`src/rtl/alu_stack_issuer.sv`:
```
// alu_stack_issuer: operand-stack front end for the nanoRisc arithmeticUnit.
// Push commands load the 8-bit stack; operate commands issue operands and an
// opcode to the combinational ALU and write the captured result back.
// Optional build feature: define ALU_REMAINDER_PUSH_EN to also push the
// div/divi remainder above the quotient (default: remainder discarded).
//
// Command handshake: a command transfers on a rising edge where cmd_valid and
// cmd_ready are both high. cmd_ready is high only in IDLE; the source holds
// cmd_valid and the command fields stable until the transfer. Each accepted
// command retires with exactly one done pulse (err valid in that cycle),
// unless reset intervenes.
module alu_stack_issuer #(
  parameter int DEPTH = 8,
  parameter int PTR_W = $clog2(DEPTH)
) (
  input  logic             clk,
  input  logic             rst_n,
  input  logic             cmd_valid,
  output logic             cmd_ready,
  input  logic             cmd_push,
  input  logic [3:0]       cmd_op,
  input  logic [7:0]       cmd_imm,
  input  logic             cmd_unsigned,
  output logic [7:0]       alu_a,
  output logic [7:0]       alu_b,
  output logic [3:0]       alu_op,
  output logic             alu_unsigned,
  input  logic [7:0]       alu_result,
  input  logic [7:0]       alu_remainder,
  input  logic             alu_zero,
  input  logic             alu_overflow,
  input  logic             alu_underflow,
  input  logic             alu_divbyzero,
  input  logic [1:0]       alu_comp,
  output logic             done,
  output logic [1:0]       err,
  output logic [3:0]       flags,
  output logic [1:0]       comp_flag,
  output logic [PTR_W:0]   depth_cnt,
  output logic [1:0]       dbg_state
);

`ifdef ALU_REMAINDER_PUSH_EN
  localparam bit REM_PUSH = 1'b1;
`else
  localparam bit REM_PUSH = 1'b0;
`endif

  localparam logic [3:0] OP_DIV  = 4'b1100;
  localparam logic [3:0] OP_DIVI = 4'b1101;
  localparam logic [3:0] OP_NOT  = 4'b1110;
  localparam logic [3:0] OP_COMP = 4'b1111;

  localparam logic [PTR_W:0] SP_ONE  = (PTR_W+1)'(1);
  localparam logic [PTR_W:0] SP_TWO  = (PTR_W+1)'(2);
  localparam logic [PTR_W:0] SP_FULL = (PTR_W+1)'(DEPTH);

  typedef enum logic [1:0] {
    S_IDLE  = 2'd0,
    S_ISSUE = 2'd1,
    S_WRITE = 2'd2
  } state_e;

  // Linked ops take TOP plus the registered immediate.
  function automatic logic is_linked(input logic [3:0] op);
    return (op == 4'b0001) || (op == 4'b0011) || (op == 4'b1011) || (op == OP_DIVI);
  endfunction

  // Single-stack-operand ops: linked ops and NOT.
  function automatic logic is_unary(input logic [3:0] op);
    return is_linked(op) || (op == OP_NOT);
  endfunction

  state_e           state_q, state_d;
  logic [PTR_W:0]   sp_q, sp_d;
  logic [3:0]       op_q, op_d;
  logic [7:0]       imm_q, imm_d;
  logic             uns_q, uns_d;
  logic [7:0]       res_q, res_d;
  logic [7:0]       rem_q, rem_d;
  logic             dbz_q, dbz_d;
  logic [3:0]       flags_q, flags_d;
  logic [1:0]       comp_q, comp_d;
  logic             done_q, done_d;
  logic [1:0]       err_q, err_d;

  logic [7:0]       stack_q [DEPTH];
  logic             we0, we1;
  logic [PTR_W-1:0] wa0, wa1;
  logic [7:0]       wd0, wd1;

  logic [PTR_W-1:0] top_idx, next_idx;
  logic [7:0]       top_val, next_val;
  logic [PTR_W:0]   need;

  assign top_idx  = PTR_W'(sp_q - SP_ONE);
  assign next_idx = PTR_W'(sp_q - SP_TWO);
  assign top_val  = stack_q[top_idx];
  assign next_val = stack_q[next_idx];
  assign need     = is_unary(cmd_op) ? SP_ONE : SP_TWO;

  assign cmd_ready = (state_q == S_IDLE);
  assign done      = done_q | (state_q == S_WRITE);
  assign err       = (state_q == S_WRITE) ? (dbz_q ? 2'b11 : 2'b00) : err_q;
  assign flags     = flags_q;
  assign comp_flag = comp_q;
  assign depth_cnt = sp_q;
  assign dbg_state = state_q;

  // Control and capture registers; reset drops any in-flight command.
  always_ff @(posedge clk or negedge rst_n) begin
    if (!rst_n) begin
      state_q <= S_IDLE;
      sp_q    <= '0;
      op_q    <= '0;
      imm_q   <= '0;
      uns_q   <= 1'b0;
      res_q   <= '0;
      rem_q   <= '0;
      dbz_q   <= 1'b0;
      flags_q <= '0;
      comp_q  <= '0;
      done_q  <= 1'b0;
      err_q   <= '0;
    end else begin
      state_q <= state_d;
      sp_q    <= sp_d;
      op_q    <= op_d;
      imm_q   <= imm_d;
      uns_q   <= uns_d;
      res_q   <= res_d;
      rem_q   <= rem_d;
      dbz_q   <= dbz_d;
      flags_q <= flags_d;
      comp_q  <= comp_d;
      done_q  <= done_d;
      err_q   <= err_d;
    end
  end

  // Stack storage: contents are not reset, only the pointer is.
  always_ff @(posedge clk) begin
    if (we0) stack_q[wa0] <= wd0;
    if (we1) stack_q[wa1] <= wd1;
  end

  // Next-state, stack writes and ALU drive.
  always_comb begin
    state_d      = state_q;
    sp_d         = sp_q;
    op_d         = op_q;
    imm_d        = imm_q;
    uns_d        = uns_q;
    res_d        = res_q;
    rem_d        = rem_q;
    dbz_d        = dbz_q;
    flags_d      = flags_q;
    comp_d       = comp_q;
    done_d       = 1'b0;
    err_d        = 2'b00;
    we0          = 1'b0;
    wa0          = '0;
    wd0          = '0;
    we1          = 1'b0;
    wa1          = '0;
    wd1          = '0;
    alu_a        = '0;
    alu_b        = '0;
    alu_op       = '0;
    alu_unsigned = 1'b0;

    case (state_q)
      S_IDLE: begin
        if (cmd_valid) begin
          op_d  = cmd_op;
          imm_d = cmd_imm;
          uns_d = cmd_unsigned;
          if (cmd_push) begin
            done_d = 1'b1;
            if (sp_q == SP_FULL) begin
              err_d = 2'b01;
            end else begin
              we0  = 1'b1;
              wa0  = sp_q[PTR_W-1:0];
              wd0  = cmd_imm;
              sp_d = sp_q + SP_ONE;
            end
          end else if (sp_q < need) begin
            done_d = 1'b1;
            err_d  = 2'b10;
          end else if (REM_PUSH && (cmd_op == OP_DIVI) && (sp_q == SP_FULL)) begin
            // No free slot for the remainder: refuse before issuing.
            done_d = 1'b1;
            err_d  = 2'b01;
          end else begin
            state_d = S_ISSUE;
          end
        end
      end
      S_ISSUE: begin
        alu_op       = op_q;
        alu_unsigned = uns_q;
        if (is_unary(op_q)) begin
          alu_a = top_val;
          alu_b = is_linked(op_q) ? imm_q : 8'h00;
        end else begin
          alu_a = next_val;
          alu_b = top_val;
        end
        res_d = alu_result;
        rem_d = alu_remainder;
        dbz_d = alu_divbyzero;
        if (op_q == OP_COMP) comp_d = alu_comp;
        else flags_d = {alu_zero, alu_overflow, alu_underflow, alu_divbyzero};
        state_d = S_WRITE;
      end
      S_WRITE: begin
        state_d = S_IDLE;
        if (!dbz_q && (op_q != OP_COMP)) begin
          if (is_unary(op_q)) begin
            we0 = 1'b1;
            wa0 = top_idx;
            wd0 = res_q;
            if (REM_PUSH && (op_q == OP_DIVI)) begin
              we1  = 1'b1;
              wa1  = sp_q[PTR_W-1:0];
              wd1  = rem_q;
              sp_d = sp_q + SP_ONE;
            end
          end else begin
            we0  = 1'b1;
            wa0  = next_idx;
            wd0  = res_q;
            sp_d = sp_q - SP_ONE;
            if (REM_PUSH && (op_q == OP_DIV)) begin
              we1  = 1'b1;
              wa1  = top_idx;
              wd1  = rem_q;
              sp_d = sp_q;
            end
          end
        end
      end
      default: state_d = S_IDLE;
    endcase
  end

endmodule
```
`config.mk`:
```
export PLATFORM = sky130hd
export DESIGN_NAME = alu_stack_issuer
export DESIGN_NICKNAME = d
export VERILOG_FILES = /design/src/rtl/alu_stack_issuer.sv
export SDC_FILE = /design/constraint.sdc
export NUM_CORES = 1
export LEC_CHECK = 0
export CAP_MARGIN = 20
export CORE_MARGIN = 1.5
export CORE_UTILIZATION = 55
export DETAILED_ROUTE_END_ITERATION = 8
export GPL_TIMING_DRIVEN = 0
export HOLD_SLACK_MARGIN = 0.08
export PLACE_DENSITY = 0.81
export SLEW_MARGIN = 30
export SYNTH_ARGS = -nofsm -noshare
export SYNTH_HDL_FRONTEND = slang
export SYNTH_SLANG_ARGS = --single-unit
```
`constraint.sdc`:
```
create_clock -name clk -period 3.7 [get_ports clk]
set_input_delay 1.11 -clock clk [delete_from_list [all_inputs] [get_ports clk]]
set_output_delay 1.11 -clock clk [all_outputs]
set_load 0.05 [all_outputs]
```
=== After elaboration in Yosys (flattened, before gate mapping) ===
Memories as Yosys holds them, arrays and structs flattened.
Index checks and enable logic that the tools add are counted.

* Register bits: 37
* Output and inout port bits: 37
* Bits in latches: 0
* Word-level logic and storage cells: 104
* Memories: 1
* ROM bits: 0
* Bits in writable memories: 64

{| class="wikitable"
|+ Memories
! memory !! depth !! width !! rd ports !! clocked after Yosys merged registers in !! write ports !! line !! RTL
|-
| stack_q || 8 || 8 || 2 || 0 || 1 || 87 || <nowiki>logic [7:0] stack_q [DEPTH];</nowiki>
|}

* Equality and inequality tests: 22
* Reduce and logical (&&, ||, !) cells: 17
* Order comparisons: 1
* Div/mod/pow operators: 0
* $add $sub $neg: 3
* Multipliers: 0
* Multiplexer cells: 47
* Bitwise logic cells: 2
* Shift-type cells: 0

{| class="wikitable"
|+ Operator list
! kind !! number
|-
| $mux W8 || 9
|-
| $eq A4 B4 Y1 const B || 8
|-
| $mux W4 || 6
|-
| $mux W2 || 10
|-
| $pmux W8 S2 || 1
|-
| $mux W3 || 5
|-
| $mux W1 || 12
|-
| $ne A2 B2 Y1 const B || 5
|-
| $eq A4 B1 Y1 const B || 2
|-
| $eq A4 B2 Y1 const B || 2
|-
| $logic_or A1 B1 Y1 || 8
|-
| $pmux W4 S2 || 1
|-
| $pmux W3 S2 || 1
|-
| $reduce_and A2 Y1 || 3
|-
| $reduce_and A6 Y1 || 1
|-
| $add A4 B1 Y4 const B || 1
|-
| $lt A4 B2 Y1 || 1
|-
| $ne A2 B1 Y1 const B || 2
|-
| $ne A4 B4 Y1 const B || 1
|-
| $pmux W2 S2 || 1
|-
| $sub A4 B1 Y4 const B || 1
|-
| $reduce_and A3 Y1 || 1
|-
| $sub A3 B2 Y3 const B || 1
|-
| $eq A2 B1 Y1 const B || 1
|-
| 8 further kinds || 8
|}

=== Depth between registers and ports, before layout ===
* Word-level depth: 11
* Depth in mapped cells: 10
* Depth with buffers taken out: 7

=== Least setup slack after synthesis ===
OpenSTA, ideal clock, no wires.

* Path kind: reg2out
* From: reg sp_q[0] (netlist: depth_cnt[0])
* To: out alu_a[0]
* Data required time: 2.590 ns
* Cell stages (with the launch flop): 11
* Setup slack: -0.904 ns
* Data arrival time: 3.494 ns
* Path through: dfrtp_1 -> buf_6 -> clkbuf_8 -> inv_1 -> ha_1 -> buf_2 -> buf_2 -> mux4_2 -> mux2_2 -> nor2_1 -> a311oi_1

* Cells in the longest elaborated chain, start to end: 4
* Elaborated cells between the ends (all ways): 5

{| class="wikitable"
|+ RTL lines
! what !! line !! RTL
|-
| from (decl) || 75 || <nowiki>logic [PTR_W:0] sp_q, sp_d;</nowiki>
|-
| from (signal assigned) || 127 || <nowiki>sp_q <= sp_d;</nowiki>
|-
| $sub A4 B1 Y4 / $sub A3 B2 Y3 (equally long branches) || n/a ||
|-
| $mem_v2 Z8 W8 * || n/a ||
|-
| $mux W8 * || 203 || <nowiki>if (is_unary(op_q)) begin</nowiki>
|-
| $mux W8 * || 172 || <nowiki>case (state_q)</nowiki>
|-
| to (decl) || 24 || <nowiki>output logic [7:0] alu_a,</nowiki>
|}

Every way passes the cells marked *; elsewhere a longest branch is shown, timed or not.

=== Worst setup path after layout ===
* From: reg sp_q[1] (netlist: depth_cnt[1])
* To: out alu_b[0]

* Cells in the longest elaborated chain, start to end: 4

{| class="wikitable"
|+ RTL lines
! what !! line !! RTL
|-
| $sub A4 B1 Y4 || n/a ||
|-
| $mem_v2 Z8 W8 || n/a ||
|-
| $mux W8 || 203 ||
|-
| $mux W8 || 172 ||
|-
| to (decl) || 25 || <nowiki>output logic [7:0] alu_b,</nowiki>
|}

Every way passes these cells.

==> summary.md <==
| Metric | Value |
|---|---|
| Worst skew pair latency | `0.37 ns` |
| Via Count | `3,848` |
| Final setup fails | `0` |
| Antenna cells | `0` |
| IO Count | `76` |
| Root Buffer | `clkbuf_8` |
| Detailed Route WL | `13,730 µm` |
| Clock transition at the registers of the reported paths | `0.10 ns` |
| Num CTS Buffers | `9` |
| Setup crit start kind | `flip-flop` |
| DR WL/cell | `22.51 µm` |
| Final net count | `539` |
| Layout Utilization | `0.7314` |
| Tightest Pin Transition | `0.9440 ns` |
| Final period util | `0.9965` |
| Compound-Gate Fraction of Synth Area | `0.07774` |
| Asr flop ratio synth | `0.3663` |
| Multi-input logic area | `2479 µm²` |
| CTS tree | `done` |
| Die ar. | `10,040 µm²` |
| Synthesis-stage register bit count | `101` |
| Final Max Tran Viols | `0` |
| PwrDens | `875.1 nW/µm²` |
| Status | `complete, no violations` |
| Rel. slew slack | `0.3672` |
| GRT Util Overall | `0.2849` |
| Initial antenna violation count | `0` |
| RePlAce Congestion | `0.8929` |
| Peak VDD IR | `0.5190 mV` |
| Synthesis-to-layout area growth | `29.39%` |
| Final Total Pwr | `5.886 mW` |
| DR iter-0 viols | `275` |
| Busiest grt layer | `met2` |
| Worst endpoint required time | `2.59 ns` |
| RSZ-0062 raised after global routing | `yes` |
| Met3 Usage GRT | `0.03691` |
| DRC viols | `0` |
| Clk sinks | `101` |
| Grt met2 use | `0.4715` |
| Vias in the first global route | `3,761` |
| Maximum level of the CTS H-tree | `3` |
| Die width | `100.2 µm` |
| Avg Synthesized Cell Area | `13.03 µm²` |
| Number of synthesis warnings | `0` |
| Final std cells w/o fill | `610` |
| Vias per cell | `6.308` |
| WHS | `0.4900 ns` |
| FMAX | `271.2 MHz` |
| Yosys cell types | `54` |
| Adder-Cell Fraction of Synth Area | `0.01444` |
| Port bufs | `67` |
| Largest family of logic cells by synthesized area | `multiplexers` |
| Seq/Total Area, Yosys | `0.5478` |
| Synthesized Nets | `444` |
| Cell count after synthesis | `399` |
| Die Ht | `100.2 µm` |
| Setup CP Type | `reg -> out` |
| Post-synth top flop | `edfxtp_1` |
| Pre-antenna DRT Iters | `5` |
| DRT antenna net count | `0` |
| Mux share of post-synthesis cell area | `0.1774` |
| Placed Instances | `581` |
| Final instance area | `6726 µm²` |
| Cell area after synthesis | `5199 µm²` |
| Post-Synth Simple-Gate Area | `0.1391` |
| First-pass GRT wire length | `20,780 µm` |
| Max Cap Viol | `0` |
| Crit path max fanout | `6` |
| Met1 GRT Util | `0.3869` |
| XOR/XNOR Fraction of Synth Area | `0.01035` |
| Sequential cell area | `2851 µm²` |
| Filler cell count | `591` |
| Hpwl dp | `9483 µm` |
| Core Area | `9196 µm²` |
| Starting Density | `0.5653` |
| Hold crit path type | `reg -> reg` |
| Post-DP Area | `6242 µm²` |
| LEAKAGE | `2.659 nW` |
| Worst EP arrival | `2.58 ns` |
| Clk_skew | `0.01053 ns` |
| Grt total ovfl | `0` |
| Worst Setup End Kind | `output pin` |
| Row cnt | `35` |
| Post-synth EDFFs | `64` |
| Clock Path Buffers | `2` |
| Layout cell share with drive strength beyond 1 | `0.3186` |
| Tmin final | `3.687 ns` |
| Hold Violations, Final | `0` |
| Largest net degree at the start of global routing | `29` |
## synth_stat cells (all sizes together), types with 4 or more instances
library cell,count,area share
a21oi,7,0.0067
a22o,8,0.013
a22oi,8,0.012
a311oi,8,0.015
and2,6,0.0072
and3b,4,0.0070
buf,13,0.019
clkbuf,9,0.0091
dfrtp,37,0.18
edfxtp,64,0.37
ha,6,0.014
inv,7,0.0051
mux2,14,0.030
mux4,32,0.15
nand2,89,0.064
nand3,4,0.0039
nor2,32,0.025
nor3,6,0.0058
nor3b,6,0.012
o21ai,10,0.010
## area by class of cell
cell class                      count  area share
Buffer                             19     0.02660
Multi-Input combinational cell    269      0.3685
Timing Repair Buffer               87      0.1265
Tap cell                          111     0.02065
Clock inverter                      7     0.01079
Clock buffer                        9     0.01842
Inverter                            7    0.004650
Sequential cell                   101      0.4239
## timing repair
action                                  4_1_cts  5_1_grt
buffers inserted                              7        8
gates resized for setup                     150        8
pin swaps                                     8        5
endpoints found under the setup margin       17       20
hold buffers                                  0        0
## critical path: stages (launching register included)
cell	delay, ns
dfrtp_2	0.39
inv_2	0.05
buf_8	0.12
ha_4	0.26
buf_12	0.12
mux4_2	0.49
mux2_4	0.32
a22oi_2	0.22
nor2_2	0.07
buf_6	0.15
## flip-flops by register name, indices dropped and copies added (netlist names), 2 cells and up
name and cells:
err_q 2, depth_cnt 4, dbg_state 2, imm_q 8, flags 4, op_q 4, res_q 8, stack_q 64
comp_flag 2
## metal layers
metal	vias up	share of wire
li1	1692	-
met1	1963	0.40
met2	157	0.51
met3	36	0.055
met4	0	0.031
met5	-	0
## cells by family (layout without fill, tap and decap cells)
kind of cell / Yosys count / count (layout)
muxes: 47 / 47
AOI/OAI and AO/OA: 54 / 54
adders and majority gates: 6 / 6
DFF: 101 / 101
buffers and inverters: 29 / 129
xor gates and xnor gates: 4 / 4
and+or+nand+nor: 158 / 158
## cells in the final DEF, fill, tap and decap left out, drive strengths merged, types with 2 or more instances in the layout
cell           instances
a31oi                  2
buf                   49
clkbuf                16
nor2                  32
clkinv                 4
dlymetal6s2s           4
nand4                  2
a22o                   8
o211ai                 2
edfxtp                64
inv                    9
a311oi                 8
a21oi                  7
xor2                   3
mux4                  32
and3                   3
nor3b                  6
and3b                  4
clkdlybuf4s50         45
o21a                   3
a221oi                 2
nor3                   6
nand2                 89
mux2                  14
nand3                  4
dfrtp                 37
and2                   6
o21ai                 10
a22oi                  8
nor2b                  3
ha                     6
## report_power, final
part	leakage (nW)	switching [mW]	internal (mW)	total, mW
sequential	1.05	0.165	1.46	1.62
combinational	1.52	1.99	1.59	3.58
clock	0.0959	0.425	0.261	0.687
## metrics by stage
step	worst slack, ns	setup TNS (ns)
floorplan	0.003026	0
global placement	-0.9626	-39.20
detailed placement	-1.062	-15.63
CTS	-0.07761	-0.3749
global route	-0.05268	-0.07142
finish	0.01292	0
## worst paths after layout
check,startpoint,endpoint,slack [ns],cells after the start
max reg2reg,depth_cnt[0]$_DFFE_PN0P_,stack_q[3][1]$_DFFE_PP_,0.79,9
max,depth_cnt[1]$_DFFE_PN0P_,alu_b[0],0.01,9
max in group asynchronous,rst_n,res_q[5]$_DFFE_PN0P_,2.70,2
min,res_q[5]$_DFFE_PN0P_,res_q[5]$_DFFE_PN0P_,0.49,2
min in group asynchronous,rst_n,depth_cnt[3]$_DFFE_PN0P_,0.58,1
min reg2reg,res_q[5]$_DFFE_PN0P_,res_q[5]$_DFFE_PN0P_,0.49,2
Power figures use the tool's default switching activity.
